--- src/rtl/invaders_pkg.sv ---
// Shared grid geometry, game state encoding and drawer colours for the invaders game.
package invaders_pkg;

    localparam int GRID_COLS = 20;
    localparam int GRID_ROWS = 15;
    localparam int SHIP_ROW  = 13;

    localparam logic [4:0] SHIP_START_X = 5'd9;

    typedef enum logic [1:0] {
        PLAY = 2'd0,
        WON  = 2'd1,
        LOST = 2'd2
    } game_state_t;

    localparam logic [11:0] COLOR_BG      = 12'h000;
    localparam logic [11:0] COLOR_SHIP    = 12'h0F0;
    localparam logic [11:0] COLOR_INVADER = 12'hFFF;
    localparam logic [11:0] COLOR_BULLET  = 12'hFF0;

endpackage

--- src/rtl/invaders_game_logic_if.sv ---
// Frame tick, player buttons and the grid-coordinate game state handed to the sprite drawer.
interface invaders_game_logic_if;
    import invaders_pkg::*;

    logic                 tick;
    logic                 btn_left;
    logic                 btn_right;
    logic                 btn_fire;
    logic [GRID_COLS-1:0] invaders_array;
    logic [4:0]           invaders_line;
    logic [4:0]           ship_x;
    logic [4:0]           bullet_x;
    logic [3:0]           bullet_y;
    logic                 bullet_flying;
    logic                 game_won;
    logic                 game_lost;

    modport master (
        output tick, btn_left, btn_right, btn_fire,
        input  invaders_array, invaders_line, ship_x, bullet_x, bullet_y,
               bullet_flying, game_won, game_lost
    );

    modport slave (
        input  tick, btn_left, btn_right, btn_fire,
        output invaders_array, invaders_line, ship_x, bullet_x, bullet_y,
               bullet_flying, game_won, game_lost
    );

endinterface

--- src/rtl/tick_divider.sv ---
// Counts frame ticks 0..DIV-1 and strobes step on the tick that wraps the count.
module tick_divider #(
    parameter int DIV = 4
) (
    input  logic clk,
    input  logic reset,
    input  logic en,
    input  logic tick,
    output logic step
);

    localparam int             CW   = (DIV > 1) ? $clog2(DIV) : 1;
    localparam logic [CW-1:0] LAST = CW'(DIV - 1);

    logic [CW-1:0] cnt_q, cnt_d;

    assign step = en && tick && (cnt_q == LAST);

    always_comb begin
        cnt_d = cnt_q;
        if (en && tick) begin
            cnt_d = step ? '0 : cnt_q + 1'b1;
        end
    end

    always_ff @(posedge clk) begin
        if (reset) begin
            cnt_q <= '0;
        end else begin
            cnt_q <= cnt_d;
        end
    end

endmodule

--- src/rtl/invaders_game_logic.sv ---
// Space Invaders game-state engine: formation march, ship, bullet and hit detection per frame tick.
// States: PLAY advances the game; WON and LOST freeze every output until reset.
module invaders_game_logic
    import invaders_pkg::*;
#(
    parameter int          SHIP_DIV    = 4,
    parameter int          BULLET_DIV  = 2,
    parameter int          INVADER_DIV = 30,
    parameter logic [19:0] START_ARRAY = 20'h0FFF0,
    parameter int          START_LINE  = 1,
    parameter int          FIRE_ROW    = 12,
    parameter int          LOSE_ROW    = 12
) (
    input  logic                  clk,
    input  logic                  reset,
    invaders_game_logic_if.slave  game_if
);

    localparam logic [4:0] SHIP_MAX = 5'(GRID_COLS - 1);

    game_state_t          state_q, state_d;
    logic [GRID_COLS-1:0] array_q, array_d, array_hit;
    logic [4:0]           line_q, line_d;
    logic [4:0]           ship_q, ship_d;
    logic [4:0]           bx_q, bx_d;
    logic [3:0]           by_q, by_d;
    logic                 fly_q, fly_d;
    logic                 dir_left_q, dir_left_d;
    logic                 won_q, won_d;
    logic                 lost_q, lost_d;

    logic play, hit, at_edge;
    logic step_ship, step_bullet, step_march;

    assign play = (state_q == PLAY);
    assign hit  = fly_q && !line_q[4] && (by_q == line_q[3:0]) && array_q[bx_q];

    tick_divider #(.DIV(SHIP_DIV)) u_ship_div (
        .clk(clk), .reset(reset), .en(play), .tick(game_if.tick), .step(step_ship)
    );

    tick_divider #(.DIV(BULLET_DIV)) u_bullet_div (
        .clk(clk), .reset(reset), .en(play), .tick(game_if.tick), .step(step_bullet)
    );

    tick_divider #(.DIV(INVADER_DIV)) u_march_div (
        .clk(clk), .reset(reset), .en(play), .tick(game_if.tick), .step(step_march)
    );

    always_comb begin
        state_d    = state_q;
        array_d    = array_q;
        array_hit  = array_q;
        line_d     = line_q;
        ship_d     = ship_q;
        bx_d       = bx_q;
        by_d       = by_q;
        fly_d      = fly_q;
        dir_left_d = dir_left_q;
        won_d      = won_q;
        lost_d     = lost_q;
        at_edge    = 1'b0;

        if (play) begin
            if (step_ship) begin
                if (game_if.btn_left && !game_if.btn_right && ship_q != 5'd0) begin
                    ship_d = ship_q - 5'd1;
                end else if (game_if.btn_right && !game_if.btn_left && ship_q != SHIP_MAX) begin
                    ship_d = ship_q + 5'd1;
                end
            end

            // A hit outranks both launch and bullet motion in the same cycle.
            if (hit) begin
                array_hit[bx_q] = 1'b0;
                fly_d           = 1'b0;
            end else if (game_if.tick && !fly_q && game_if.btn_fire) begin
                bx_d  = ship_q;
                by_d  = 4'(FIRE_ROW);
                fly_d = 1'b1;
            end else if (step_bullet && fly_q) begin
                if (by_q == 4'd0) begin
                    fly_d = 1'b0;
                end else begin
                    by_d = by_q - 4'd1;
                end
            end

            array_d = array_hit;
            if (step_march) begin
                at_edge = dir_left_q ? array_hit[0] : array_hit[GRID_COLS-1];
                if (at_edge) begin
                    line_d     = line_q + 5'd1;
                    dir_left_d = !dir_left_q;
                end else if (dir_left_q) begin
                    array_d = array_hit >> 1;
                end else begin
                    array_d = array_hit << 1;
                end
            end

            if (array_d == '0) begin
                state_d = WON;
                won_d   = 1'b1;
            end else if (line_d >= 5'(LOSE_ROW)) begin
                state_d = LOST;
                lost_d  = 1'b1;
            end
        end
    end

    always_ff @(posedge clk) begin
        if (reset) begin
            state_q    <= PLAY;
            array_q    <= START_ARRAY;
            line_q     <= 5'(START_LINE);
            ship_q     <= SHIP_START_X;
            bx_q       <= '0;
            by_q       <= '0;
            fly_q      <= 1'b0;
            dir_left_q <= 1'b0;
            won_q      <= 1'b0;
            lost_q     <= 1'b0;
        end else begin
            state_q    <= state_d;
            array_q    <= array_d;
            line_q     <= line_d;
            ship_q     <= ship_d;
            bx_q       <= bx_d;
            by_q       <= by_d;
            fly_q      <= fly_d;
            dir_left_q <= dir_left_d;
            won_q      <= won_d;
            lost_q     <= lost_d;
        end
    end

    assign game_if.invaders_array = array_q;
    assign game_if.invaders_line  = line_q;
    assign game_if.ship_x         = ship_q;
    assign game_if.bullet_x       = bx_q;
    assign game_if.bullet_y       = by_q;
    assign game_if.bullet_flying  = fly_q;
    assign game_if.game_won       = won_q;
    assign game_if.game_lost      = lost_q;

endmodule

--- src/flat_wrapper.sv ---
// flat-port wrapper written by rule: the top's interface ports become plain ports
module invaders_game_logic_flat import invaders_pkg::*;
#(
    parameter int          SHIP_DIV    = 4,
    parameter int          BULLET_DIV  = 2,
    parameter int          INVADER_DIV = 30,
    parameter logic [19:0] START_ARRAY = 20'h0FFF0,
    parameter int          START_LINE  = 1,
    parameter int          FIRE_ROW    = 12,
    parameter int          LOSE_ROW    = 12
)
  (clk, reset, game_if_tick, game_if_btn_left, game_if_btn_right, game_if_btn_fire, game_if_invaders_array, game_if_invaders_line, game_if_ship_x, game_if_bullet_x, game_if_bullet_y, game_if_bullet_flying, game_if_game_won, game_if_game_lost);
  invaders_game_logic_if game_if_i ();
  input  logic clk;
  input  logic reset;
  input wire logic [$bits(game_if_i.tick)-1:0] game_if_tick;
  input wire logic [$bits(game_if_i.btn_left)-1:0] game_if_btn_left;
  input wire logic [$bits(game_if_i.btn_right)-1:0] game_if_btn_right;
  input wire logic [$bits(game_if_i.btn_fire)-1:0] game_if_btn_fire;
  output wire logic [$bits(game_if_i.invaders_array)-1:0] game_if_invaders_array;
  output wire logic [$bits(game_if_i.invaders_line)-1:0] game_if_invaders_line;
  output wire logic [$bits(game_if_i.ship_x)-1:0] game_if_ship_x;
  output wire logic [$bits(game_if_i.bullet_x)-1:0] game_if_bullet_x;
  output wire logic [$bits(game_if_i.bullet_y)-1:0] game_if_bullet_y;
  output wire logic [$bits(game_if_i.bullet_flying)-1:0] game_if_bullet_flying;
  output wire logic [$bits(game_if_i.game_won)-1:0] game_if_game_won;
  output wire logic [$bits(game_if_i.game_lost)-1:0] game_if_game_lost;
  assign game_if_i.tick = game_if_tick;
  assign game_if_i.btn_left = game_if_btn_left;
  assign game_if_i.btn_right = game_if_btn_right;
  assign game_if_i.btn_fire = game_if_btn_fire;
  assign game_if_invaders_array = game_if_i.invaders_array;
  assign game_if_invaders_line = game_if_i.invaders_line;
  assign game_if_ship_x = game_if_i.ship_x;
  assign game_if_bullet_x = game_if_i.bullet_x;
  assign game_if_bullet_y = game_if_i.bullet_y;
  assign game_if_bullet_flying = game_if_i.bullet_flying;
  assign game_if_game_won = game_if_i.game_won;
  assign game_if_game_lost = game_if_i.game_lost;
  invaders_game_logic #(.SHIP_DIV(SHIP_DIV), .BULLET_DIV(BULLET_DIV), .INVADER_DIV(INVADER_DIV), .START_ARRAY(START_ARRAY), .START_LINE(START_LINE), .FIRE_ROW(FIRE_ROW), .LOSE_ROW(LOSE_ROW)) u_core (.clk(clk), .reset(reset), .game_if(game_if_i));
endmodule
--- config.mk ---
export PLATFORM = sky130hd
export DESIGN_NAME = invaders_game_logic_flat
export DESIGN_NICKNAME = d
export VERILOG_FILES = /design/src/rtl/invaders_pkg.sv /design/src/rtl/invaders_game_logic_if.sv /design/src/rtl/tick_divider.sv /design/src/rtl/invaders_game_logic.sv /design/src/flat_wrapper.sv
export SDC_FILE = /design/constraint.sdc
export NUM_CORES = 1
export LEC_CHECK = 0
export CORE_MARGIN = 8
export CORE_UTILIZATION = 57
export CTS_BUF_LIST = sky130_fd_sc_hd__clkbuf_4 sky130_fd_sc_hd__clkbuf_8
export DETAILED_ROUTE_END_ITERATION = 6
export HOLD_SLACK_MARGIN = 0.15
export PLACE_DENSITY = 0.88
export SLEW_MARGIN = 0
export SYNTH_ARGS = -nofsm -noshare
export SYNTH_HDL_FRONTEND = slang
export SYNTH_SLANG_ARGS = --single-unit
--- constraint.sdc ---
create_clock -name clk -period 3.29 [get_ports clk]
set_input_delay 0.4935 -clock clk [delete_from_list [all_inputs] [get_ports clk]]
set_output_delay 0.4935 -clock clk [all_outputs]
set_load 0.05 [all_outputs]
==> run summary <==
The run finished with clean final reports. The synthesized design contains 0 enable-type register cells. The run gives 5570 um as the wire length on met2. After detailed routing, the average wire length per cell comes to 19.6 um. After detailed placement, the total cell area comes to 4230 um2. The post-synthesis sequential area ratio was 30.3%.

The cell that appears most often on the critical path is sky130_fd_sc_hd__o21ai_2. The number of levels the H-tree was split into was 2. Clock-pin slew was measured on the worst setup and hold paths at 0.10 ns.

The routed layout has 3733 vias. The count of synthesis-stage warnings from yosys was 0. Path category of the worst min-delay check: reg -> reg.

The routability congestion estimate was 0.984; the clock latency at the later pin of the worst-skew pair was 0.31 ns. Detailed placement finished with a half-perimeter wire length of 8380 um. The total detailed-routing wirelength came out at 11300 um. STA puts the critical path data required time at 3.51 ns.

The number of antenna diodes in the final layout is 0. Most frequent standard cell in the layout excluding fill and tap cells: sky130_fd_sc_hd__nand2_1. Setup repair after global routing left no endpoint under its margin. The region available for standard cell placement spans 5920 um2. The delay of the slowest cell on the worst path came out at 0.55 ns. The remaining global-route overflow came out at 0. In the final routing, the length of wire on met1 measures 4470 um. Buffers placed on the I/O ports in this run total 47. The final cell utilization of the core is 73.1%. Counting every net in the synthesized netlist gives 449. In the routed layout, each cell is associated on average with a via count of 6.47. The tools report the final count of negative-setup-slack endpoints as 0.

The critical path endpoint category is a flip-flop. The die is 94.4 um wide. The biggest fanout along the worst timing path is 10. The clock drives 53 sinks. Number of design rule violations left after detail routing: 0. The unique cell type count in the Yosys netlist is 65. The synthesized instance count was 434; the y dimension of the die was 94.4 um.

The run gives 5 as the detailed-router iteration count before antenna repair. The share of synthesized registers carrying an async set or reset is 0%. On the critical path the largest part of the delay comes from compound AO/OA/AOI/OAI gates. For the number of placement rows, the log shows 28.

For this run, the total global-route usage over all layers was measured as 25.7%. Counting I/O delays and the setup requirement, the final critical path takes 3.11 ns. After synthesis the cells add up to 3500 um2. The critical path is of the reg -> reg type. Share of post-route cells with drive strength above 1: 14.1%.

With fillers left out, the area of the finished cells amounts to 4330 um2. The transition at the pin with the smallest max-transition slack is 0.754 ns, and the count of maximum capacitance violations is 0. Final hold analysis gives a worst-case slack of 0.471 ns. Walking the worst path, the cells encountered are nor3b_1 > a22oi_1 > o21ai_2 > o21ai_2 > buf_4 > o31ai_1 > a21oi_1 > o31a_1 > or4_1 > o32ai_1. Global-route wire length before repair: 18400 um. The overall die area came out at 8910 um2. The tools report the final hold violation count as 0. The met3 routed wirelength was 924 um; the share of the cycle needed by the critical path after routing was 94.6%. Among all flip-flop cells after synthesis, the most frequent one is sky130_fd_sc_hd__dfxtp_1. The standard cell with the maximum stage delay on the critical path was sky130_fd_sc_hd__or4_1.

In this run the count of I/O pins placed on the die edge is 48. The run gives 0.131 ns as the worst setup timing slack at the placement stage. The kind of launch point of the worst setup path was a flip-flop. The clock arrives with 0.00590 ns of skew. Headroom to the max-slew limit came out at 49.2%. The maximum count of clock buffers along a single path was 2.

The upper clock frequency limit was 321 MHz. The run gives 399 as the initial detailed-routing violation count. The tools report the number of buffers added by the clock tree synthesis step as 5. The uppermost layer routed is met4. The post-detailed-route count of antenna-violating nets was 0; the sum of buffers and inverters on the critical path was 1.

The run gives 0.229 mV as the maximum VDD drop. The run gives 3554 as the via count of the first global-routing pass. Entering global routing, the biggest net connects 50 pins. The number of max-slew violations in the final report was 0; the average instance area after synthesis was 8.07 um2. CTS placed an instance of sky130_fd_sc_hd__clkbuf_8 at the clock tree root. Post-synthesis register bit count: 53.

The run gives 0.178 ns as the final setup slack of the worst path. Data arrival time of the critical path: 3.33 ns. TritonCTS built the clock tree. Area growth from synthesis to layout: 23.6%.

The starting utilization of the core area was 59.1%. Hold repair after CTS inserted 0 buffers. In the layout the commonest cells are sky130_fd_sc_hd__nand2_1, sky130_fd_sc_hd__dfxtp_1, sky130_fd_sc_hd__clkdlybuf4s50_1, sky130_fd_sc_hd__nor2_1, sky130_fd_sc_hd__buf_4. The number of antenna violations at the first check in global routing came out at 0. The final net count was 516; the total negative setup slack was 0 ns.

The analysis attributes to cell leakage a power of 1.55 nW. In this run the power density over the cells is 276 nW/um2.
==> through the flow <==
step	instances	power, mW
after floorplan	434	0.772
after global placement	569	0.809
after detailed placement	569	0.813
after CTS	577	1.20
after global routing	577	1.24
final	577	1.20
==> cells in the mapped netlist (all sizes together), types with 5 or more instances <==
library cell	number	area share (%)
dfxtp	53	30
nand2	53	5.7
nor2	47	5.0
a21oi	34	4.9
clkbuf	16	1.7
nand3	16	2.4
o21ai	16	2.5
inv	14	1.5
o31ai	14	3.3
nor3	13	1.9
nand4	12	2.1
xnor2	12	3.4
mux2i	11	3.1
a211oi	10	2.1
buf	9	1.8
ha	8	2.9
o211ai	7	2.3
and3	6	1.2
nand2b	5	0.89
nor2b	5	0.89
o311ai	5	1.5
or3	5	0.89
xor2	5	1.3
==> layer usage <==
metal | up-vias | global-route usage (%)
met5 | - | 0
met4 | 0 | 10.4
met3 | 43 | 5.63
met2 | 218 | 44.7
met1 | 1732 | 29.9
li1 | 1740 | -
==> final timing paths <==
check / slack [ns] / end / startpoint / depth (start not counted)
max: 0.18 / u_core.state_q[0] / u_core.game_if.bullet_x[3] / 10
min: 0.47 / u_core.u_ship_div.cnt_q[1] / u_core.u_ship_div.cnt_q[1] / 2
max reg2reg: 0.18 / u_core.state_q[0] / u_core.game_if.bullet_x[3] / 10
min reg2reg: 0.47 / u_core.u_ship_div.cnt_q[1] / u_core.u_ship_div.cnt_q[1] / 2
==> layout make-up <==
| class | count | area [um2] |
|---|---|---|
| Clock buffer | 6 | 76.3 |
| Multi-Input combinational cell | 341 | 2270 |
| Sequential cell | 53 | 1060 |
| Fill cell | 479 | 1590 |
| Clock inverter | 2 | 15.0 |
| Tap cell | 75 | 93.8 |
| Inverter | 15 | 56.3 |
| Timing Repair Buffer | 85 | 756 |
==> sequential cells by signal, indices dropped and copies added, names as in the netlist, 2 cells and up <==
name and cells:
u_core.game_if.bullet_x 5, u_core.u_ship_div.cnt_q 2, u_core.game_if.invaders_line 5, u_core.game_if.ship_x 5, u_core.state_q 2, u_core.u_march_div.cnt_q 5, u_core.game_if.bullet_y 4, u_core.game_if.invaders_array 20
==> where the power goes <==
part	total (mW)	switching, mW	internal [mW]
Sequential	0.670	0.0172	0.652
Combinational	0.132	0.0795	0.0521
Clock	0.395	0.236	0.159
==> cells by family (layout without fill, tap and decap cells) <==
group / Yosys count / in the layout / share of synthesized area, %
xor gates and xnor gates: 17 / 17 / 4.68
AOI/OAI and AO/OA: 123 / 123 / 25.6
buffers and inverters: 40 / 108 / 5.15
and+or+nand+nor: 175 / 175 / 24.5
DFF: 53 / 53 / 30.3
muxes: 17 / 17 / 6.36
adders and majority gates: 9 / 9 / 3.43
==> worst min-delay path, cell delays in order (launching register included) <==
cell and delay, ns:
sky130_fd_sc_hd__dfxtp_1 0.33, sky130_fd_sc_hd__nand2_1 0.05, sky130_fd_sc_hd__a21oi_1 0.05
==> timing repair <==
action	in CTS	in global routing
gates resized for setup	0	5
endpoints found under the setup margin	0	4
buffers inserted	0	0
endpoints found under the hold margin	0	0
(Power assumes the default switching activity.)
